$ cat src/rtl/fp_unit_rr_arbiter.sv
// rtl/fp_unit_rr_arbiter.sv - round-robin issue of N_REQ requesters onto one fixed-latency pipelined FP core
// One op per cycle to the core, a tag pipe matched to core latency, and a per-requester result holding register.
module fp_unit_rr_arbiter #(
    parameter int          N_REQ         = 4,
    parameter int          WIDTH         = 32,
    parameter int          LATENCY       = 4,
    parameter logic [31:0] OPS_DONE_INIT = 32'd0
) (
    input  logic                     clk,
    input  logic                     reset,
    input  logic [N_REQ-1:0]         req_valid,
    output logic [N_REQ-1:0]         req_ready,
    input  logic [N_REQ*WIDTH-1:0]   req_a,
    input  logic [N_REQ*WIDTH-1:0]   req_b,
    output logic [N_REQ-1:0]         rsp_valid,
    input  logic [N_REQ-1:0]         rsp_ready,
    output logic [N_REQ*WIDTH-1:0]   rsp_data,
    output logic [WIDTH-1:0]         unit_din0,
    output logic [WIDTH-1:0]         unit_din1,
    input  logic [WIDTH-1:0]         unit_dout,
    output logic                     busy,
    output logic [31:0]              ops_done
);

    localparam int IW = (N_REQ > 1) ? $clog2(N_REQ) : 1;

    logic [N_REQ-1:0] inflight;
    logic [N_REQ-1:0] elig;
    logic [N_REQ-1:0] pop;
    logic [N_REQ-1:0] cap_mask;
    logic [N_REQ-1:0] inflight_next;
    logic [IW-1:0]    ptr;
    logic [IW-1:0]    ptr_next;
    logic [IW-1:0]    grant_id;
    logic             grant_found;
    int               scan_idx;
    logic [31:0]      pop_cnt;
    logic [LATENCY-1:0] tag_v;
    logic [IW-1:0]      tag_id [LATENCY];

    // Scan from the farthest offset down so the closest eligible index to ptr wins.
    always_comb begin
        elig        = req_valid & ~inflight & ~rsp_valid;
        grant_found = 1'b0;
        grant_id    = '0;
        scan_idx    = 0;
        for (int off = N_REQ - 1; off >= 0; off--) begin
            scan_idx = (int'(ptr) + off) % N_REQ;
            if (elig[IW'(scan_idx)]) begin
                grant_found = 1'b1;
                grant_id    = IW'(scan_idx);
            end
        end
        req_ready = grant_found ? (N_REQ'(1) << grant_id) : '0;
        ptr_next  = (grant_id == IW'(N_REQ - 1)) ? '0 : grant_id + 1'b1;
    end

    always_comb begin
        pop      = rsp_valid & rsp_ready;
        pop_cnt  = '0;
        for (int i = 0; i < N_REQ; i++) begin
            pop_cnt = pop_cnt + 32'(pop[i]);
        end
        cap_mask      = tag_v[LATENCY-1] ? (N_REQ'(1) << tag_id[LATENCY-1]) : '0;
        inflight_next = (inflight & ~cap_mask) | req_ready;
    end

    assign busy = (|inflight) | (|rsp_valid);

    always_ff @(posedge clk or negedge reset) begin
        if (!reset) begin
            ptr       <= '0;
            inflight  <= '0;
            rsp_valid <= '0;
            rsp_data  <= '0;
            unit_din0 <= '0;
            unit_din1 <= '0;
            tag_v     <= '0;
            ops_done  <= OPS_DONE_INIT;
            for (int s = 0; s < LATENCY; s++) begin
                tag_id[s] <= '0;
            end
        end else begin
            tag_v[0]  <= grant_found;
            tag_id[0] <= grant_id;
            for (int s = 1; s < LATENCY; s++) begin
                tag_v[s]  <= tag_v[s-1];
                tag_id[s] <= tag_id[s-1];
            end
            if (grant_found) begin
                unit_din0 <= req_a[grant_id*WIDTH +: WIDTH];
                unit_din1 <= req_b[grant_id*WIDTH +: WIDTH];
                ptr       <= ptr_next;
            end
            if (tag_v[LATENCY-1]) begin
                rsp_data[tag_id[LATENCY-1]*WIDTH +: WIDTH] <= unit_dout;
            end
            inflight  <= inflight_next;
            rsp_valid <= (rsp_valid & ~pop) | cap_mask;
            ops_done  <= ops_done + pop_cnt;
        end
    end

endmodule
$ cat config.mk
export PLATFORM = sky130hd
export DESIGN_NAME = fp_unit_rr_arbiter
export DESIGN_NICKNAME = d
export VERILOG_FILES = /design/src/rtl/fp_unit_rr_arbiter.sv
export SDC_FILE = /design/constraint.sdc
export NUM_CORES = 1
export LEC_CHECK = 0
export CAP_MARGIN = 20
export CORE_AREA = 3 3 207 209
export DETAILED_ROUTE_END_ITERATION = 10
export DIE_AREA = 0 0 210 212
export MAX_ROUTING_LAYER = met4
export SLEW_MARGIN = 40
export SYNTH_ARGS = -nofsm -noshare
export SYNTH_HDL_FRONTEND = slang
export SYNTH_SLANG_ARGS = --single-unit
$ cat constraint.sdc
create_clock -name clk -period 3 [get_ports clk]
set_input_delay 0.6 -clock clk [delete_from_list [all_inputs] [get_ports clk]]
set_output_delay 0.6 -clock clk [all_outputs]
set_load 0.01 [all_outputs]
==> results.md, run 1 <==
- Critical path class: reg -> out
- Count leader, synth: dfrtp_1
- R2r worst-path depth: 11
- Syn_nets: 1312
- Minimum clock period: 2.93 ns
- Final Util: 0.459
- Final Cycle Share: 0.977
- Die span in x: 210 um
- Setup ws final: 0.0691 ns
- Number of hold violations in the final report: 0
- FF-to-FF End: ops_done[18]$_DFF_PN0_
- Total Wirelength: 46300 um
- I/O Pins: 531
- Outcome: complete, no violations
- Post-synth EDFFs: 0
- Gr ovfl total: 0
- Family with the most delay on the worst path: compound AO/OA/AOI/OAI gates
- CTS clk-pin slew, worst paths: 0.06 ns
- Cell leakage power: 0.00817 uW
- Max Slew Vio Count: 0
- Row cnt: 74
- CTS Buf Count: 29
- Yosys warning total: 0
- CP Capture Type: primary output
- Syn_area_per_cell: 11.3 um^2
- Seq/Total Area, Yosys: 0.543
- Initial Util: 0.277
- Gr usage total: 0.203
- Cell Pwr Density: 1030 mW/mm^2
- IO Port Bufs: 530
- Synthesized area: 0.0113 mm^2
- P&R area growth vs syn: 65.9%
- Worst skew pair latency: 0.56 ns
- Synth cell count leaders: 246 x dfrtp_1, 129 x a22o_1, 107 x a211oi_1, 83 x inv_1, 74 x nor2_1
- Worst Skew: 0.0188 ns
- H-tree depth: 1
- Top-area cell type share of the netlist area: 0.543
- Cell variety after synth: 44
- Vias per std cell: 5.00
- Headroom to the max-slew limit: 0.482
- Seq. cell area: 0.00616 mm^2
- Layout cells sized above 1: 0.112
- DP Worst Slack: -0.569 ns
- Worst R2R Start: rsp_valid[0]$_DFF_PN0_
- Largest stage delay, worst path: 0.37 ns
- Setup violators final: 0
- Worst endpoint required time: 2.40 ns
- Hold path startpoint: tag_v[2]$_DFF_PN0_
- Buf/Inv on CP: 2
- Fillcell total: 3880
- Crit-path cells: buf_6 > and4bb_2 > o21ai_0 > a21oi_2 > a21oi_2 > ha_4 > and2_4 > buf_6
- Final nets: 1863
- Area leader, netlist: dfrtp_1
- Achievable Freq: 0.341 GHz
- Vias in the first global route: 10886
- Hold Crit Class: reg -> reg
- Drt wl/cell: 21.9 um
- Critical path fanouts, max: 6
- Max VDD drop: 0.512 mV
- Dpl hpwl: 34000 um
- Mapped Cells: 1004
- First-pass GRT wire length: 68200 um
- Die height: 212 um
- Routability congestion estimate: 0.862
- Hold path endpoint: tag_v[3]$_DFF_PN0_
- Critical Path Start Type: flip-flop
- Worst Tran Pin Value: 0.778 ns
- Clock sinks: 246
- DIE AREA: 0.0445 mm^2
- WP data arrival: 2.33 ns
- Worst reg2reg setup slack: 0.28 ns
- Setup repair after global routing missed its margin: yes
- MaxCap Viol Count: 0
- DRC viols: 0
- Vias: 10559
- Area of the multi-input gates: 0.00467 mm^2
- Drt first pass iters: 4
- Clock Tree Buf Depth: 3
- Hold path depth: 0
- 1st-iter DRT viols: 671
- Antenna viol nets, final: 0
- Slowest-stage cell, CP: dfrtp_1
- Core area: 0.0410 mm^2
- Ys async rst share: 1.00
- Root Driver: clkbuf_16
- Largest net degree at the start of global routing: 81
- CTS tree: built
- Flop and latch count out of synthesis: 246
- Top post-synthesis cells by area: dfrtp_1 54%, a22o_1 10%, a211oi_1 7.1%
- Initial antenna violation count: 7
- Synth Flop Type: dfrtp_1
## power by group
group | leakage, uW | switching (uW) | internal (uW)
Sequential | 0.00315 | 871 | 4760
Combinational | 0.00451 | 4970 | 4980
Clock | 0.000508 | 1450 | 2440
Total | 0.00817 | 7290 | 12200
## registers in the layout, indices dropped and copies added (netlist names)
name	flops
rsp_data	128
ops_done	32
unit_din0	32
unit_din1	32
tag_id	8
inflight	4
rsp_valid	4
tag_v	4
ptr	2
## worst register-to-register path, stage by stage, from the launching register on
cell	delay, ns
dfrtp_1	0.37
nand2_1	0.08
fa_1	0.49
fa_1	0.45
inv_1	0.08
fa_1	0.21
and4_1	0.24
nand3_2	0.12
buf_4	0.17
nor2_1	0.13
and3_1	0.18
xor2_1	0.13
## metrics by stage
step	area, um^2	cells	setup TNS [ns]	hold WS, ns	power, uW
floorplan	11300	1004	0	0.304	10300
global placement	17600	2048	-12.42	0.333	15400
detailed placement	17600	2048	-15.44	0.336	15600
CTS	18700	2105	0	0.347	19700
global route	18800	2112	-0.0169	0.353	20500
finish	18800	2112	0	0.345	19500
## layout by cell type, fill, tap and decap left out, drive strengths merged, types with 21 or more instances in the layout
| cell | n |
|---|---|
| a211oi | 128 |
| buf | 73 |
| clkdlybuf4s50 | 524 |
| mux2i | 64 |
| a22o | 129 |
| inv | 86 |
| xnor2 | 21 |
| dfrtp | 246 |
| a31oi | 64 |
| clkbuf | 37 |
| nor2 | 74 |
## area by class of cell
cell class / instances / area share
flip-flops and latches: 246 / 0.327
multi-input cells: 592 / 0.248
clock buffers: 36 / 0.0416
inverters: 84 / 0.0169
clock inverters: 15 / 0.0140
repair buffers: 602 / 0.316
well taps: 532 / 0.0354
diodes: 5 / 0.000665
## kinds of logic (layout without fill, tap and decap cells)
kind of cell | after synthesis | after routing | synth area share
XOR/XNOR | 30 | 30 | 0.0232
flip-flops | 246 | 246 | 0.543
multiplexers | 64 | 64 | 0.0565
AO/OA/AOI/OAI | 343 | 343 | 0.241
AND/OR/NAND/NOR | 145 | 145 | 0.0620
adder cells (fa/ha/maj) | 10 | 10 | 0.0130
other | 0 | 5 | 0
buffers and inverters | 166 | 737 | 0.0615
## worst max-delay path by stage
stage               slack [ns]  depth (start not counted)                   start                endpoint
CTS                      0.002                          8  rsp_valid[0]$_DFF_PN0_            req_ready[3]
global placement         -0.54                         11            rsp_ready[0]  ops_done[30]$_DFF_PN0_
floorplan                 0.02                         10            rsp_ready[0]  ops_done[30]$_DFF_PN0_
detailed placement       -0.57                         11            rsp_ready[0]  ops_done[26]$_DFF_PN0_
global route             -0.01                          9   inflight[1]$_DFF_PN0_            req_ready[3]
finish                    0.07                          8  rsp_valid[0]$_DFF_PN0_            req_ready[3]
## timing repair
item,4_1_cts,5_1_grt
endpoints found under the setup margin,4,10
hold buffers,1,0
buffers inserted,5,2
pin swaps,5,4
resized for setup,15,20
hold endpoints to repair,41,0
## metal layers
metal  vias up  GRT usage  routed length [um]
li1       4830          -                   -
met1      5179      0.244               18300
met2       485      0.342               23000
met3        65     0.0474                3830
met4         0     0.0644                1220
met5         -          -                   0
No activity file was read; power rests on OpenSTA's default activity.
==> run 2, diff against run 1 <==
Settings changed: CTS_CLUSTER_SIZE set to 16, SLEW_MARGIN 40 to not set.
==> run 2 against run 1 <==
  * Largest power group unchanged
  * Critical path depth unchanged
  * Worst hold slack worse by 0.0064 ns
  * Utilization down 0.055 points
  * Critical path type unchanged
  * Sequential share of layout area about the same
==> results.md, run 2 (synthesis gave the netlist of run 1 again) <==
- Commonest non-fill, non-tap cells in the layout: 524 x clkdlybuf4s50_1, 246 x dfrtp_1, 129 x a22o_1
- Worst skew pair latency: 0.57 ns (about the same)
- 1st-iter DRT viols: 637 (-5.1%)
- P_sw: 7360 uW (+0.86%)
- DIE AREA: 0.0445 mm^2 (unchanged)
- Worst Tran Pin Value: 0.954 ns (+0.176 ns)
- Drt first pass iters: 5 (+1)
- Die height: 212 um (unchanged)
- Critical Path Start Type: flip-flop
- Switching share of power: 0.380 (+0.00545)
- Row cnt: 74 (unchanged)
- WP data arrival: 2.36 ns (+0.03 ns)
- Final Cycle Share: 0.986 (+0.00944)
- Fillcell total: 3856 (-0.62%)
- Global Route met2 Usage: 0.341 (-0.00113)
- CTS clk-pin slew, worst paths: 0.06 ns (about the same)
- Max VDD drop: 0.509 mV (-0.47%)
- Largest Register: rsp_data
- CP Capture Type: primary output
- GR Layer Usage met1: 0.248 (+0.00432)
- Achievable Freq: 0.338 GHz (-0.96%)
- Cell Pwr Density: 1030 mW/mm^2 (-0.47%)
- Setup violators final: 0 (unchanged)
- Critical path fanouts, max: 6 (unchanged)
- Gr usage total: 0.205 (+0.00118)
- Clock sinks: 246 (unchanged)
- First-pass GRT wire length: 68500 um (+0.53%)
- Dpl hpwl: 34100 um (about the same)
- Final nets: 1865 (+0.11%)
- Share of total power in sequential cells: 0.291 (+0.002)
- Setup repair after global routing missed its margin: yes
- Worst endpoint required time: 2.40 ns (about the same)
- Largest net degree at the start of global routing: 81 (unchanged)
- Met3 usage: 0.0522 (+0.00487)
- Vias: 10526 (-0.31%)
- Gr ovfl total: 0 (unchanged)
- Combinational power share: 0.514 (+0.003)
- CTS tree: built
- Commonest non-fill, non-tap cell in the layout: clkdlybuf4s50_1
- Max Slew Vio Count: 0 (unchanged)
- Antenna viol nets, final: 0 (unchanged)
- Minimum clock period: 2.96 ns (+0.0283 ns)
- Worst Skew: 0.0103 ns (-0.00849 ns)
- MaxCap Viol Count: 0 (unchanged)
- P&R area growth vs syn: 65.7%
- Vias in the first global route: 10860 (-0.24%)
- Vias per std cell: 4.98 (-0.41%)
- I/O Pins: 531 (unchanged)
- Cell leakage power: 0.00818 uW (+0.11%)
- Die span in x: 210 um (unchanged)
- Final Util: 0.458 (-0.000549)
- H-tree depth: 1 (unchanged)
- Root Driver: clkbuf_16
- Non-filler instance count after layout: 2114 (+0.095%)
- Clock Tree Buf Depth: 3 (unchanged)
- Core area: 0.0410 mm^2 (unchanged)
- Hold Crit Class: reg -> reg
- CTS Buf Count: 29 (unchanged)
- Drt wl/cell: 21.8 um (-0.45%)
- DRC viols: 0 (unchanged)
- Max reg flops: 128 (unchanged)
- Outcome: complete, no violations
- Routability congestion estimate: 0.862 (unchanged)
- Initial antenna violation count: 4 (-3)
- Initial Util: 0.277 (unchanged)
- Layout cells sized above 1: 0.116 (+0.00471)
- IO Port Bufs: 530 (unchanged)
- Clock share of power: 0.195 (-0.005)
- Internal power: 12000 uW (-1.5%)
- Total Wirelength: 46200 um (-0.35%)
- Number of hold violations in the final report: 0 (unchanged)
- Gr busiest metal: met2
- Cells after DPL: 2048 (unchanged)
- Critical path class: reg -> out
- Headroom to the max-slew limit: 0.364 (-0.117)
[run 2: routing by layer]
| metal | wire (um) | part of all wire |
|---|---|---|
| met1 | 18200 | 0.40 |
| met5 | 0 | 0 |
| met3 | 3860 | 0.084 |
| met4 | 1440 | 0.031 |
| met2 | 22600 | 0.49 |
[run 2: worst max-delay path: stages, from the launching register on]
cell      delay (ns)
dfrtp_1         0.37
buf_6           0.14
and4bb_2        0.24
o21ai_0         0.25
a21oi_2         0.13
a21oi_2         0.23
ha_4            0.17
and2_4          0.13
buf_6           0.11
[run 2: final cells by class]
type                       instances  area [um^2]  area share
multi-input combinational        592         4660       0.248
tap                              532          666      0.0354
inverter                          84          318      0.0169
antenna                            2         5.00    0.000266
timing repair buffer             604         5960       0.317
sequential                       246         6160       0.327
clock inverter                    18          229      0.0122
clock buffer                      36          802      0.0427
[run 2: worst paths after layout]
check / from / slack [ns] / depth (start not counted) / to
max in group asynchronous: reset / 1.74 / 3 / rsp_data[12]$_DFFE_PN0P_
worst max-delay path: rsp_valid[0]$_DFF_PN0_ / 0.04 / 8 / req_ready[3]
worst min-delay path: tag_v[2]$_DFF_PN0_ / 0.34 / 0 / tag_v[3]$_DFF_PN0_
worst min register to register: tag_v[2]$_DFF_PN0_ / 0.34 / 0 / tag_v[3]$_DFF_PN0_
worst max register to register: rsp_valid[0]$_DFF_PN0_ / 0.29 / 11 / ops_done[18]$_DFF_PN0_
min in group asynchronous: reset / 0.52 / 2 / rsp_data[111]$_DFFE_PN0P_
[run 2: power by group through the flow]
stage | combinational, uW | sequential, uW | clock, uW
floorplan | 4150 | 6160 | 0
detailed placement | 9880 | 5680 | 0
CTS | 10000 | 5640 | 3890
finish | 9950 | 5630 | 3780
global placement | 9820 | 5620 | 0
global route | 10600 | 5820 | 4030
[run 2: metrics by stage]
stage | setup TNS [ns] | instance area, um^2 | total power [uW] | hold WS (ns) | setup WS [ns]
4_1_cts | 0 | 18700 | 19500 | 0.346 | 0.0121
3_3_place_gp | -12.42 | 17600 | 15400 | 0.333 | -0.535
5_1_grt | -0.0311 | 18800 | 20400 | 0.362 | -0.0311
2_1_floorplan | 0 | 11300 | 10300 | 0.304 | 0.0237
6_report | 0 | 18800 | 19400 | 0.339 | 0.0407
3_5_place_dp | -15.83 | 17600 | 15600 | 0.336 | -0.571
[run 2: repair_timing]
item                                   CTS  global route
resized for setup                       18            17
setup endpoints to repair                4            12
pin swaps                                6             4
hold buffers                             1             0
setup buffers                            6             3
endpoints found under the hold margin   41             0
==> run 3, diff against run 2 <==
Settings changed: GPL_ROUTABILITY_DRIVEN set to 0.
==> results of run 3 <==
The final DEF is identical to that of run 2; final timing and power are the same.
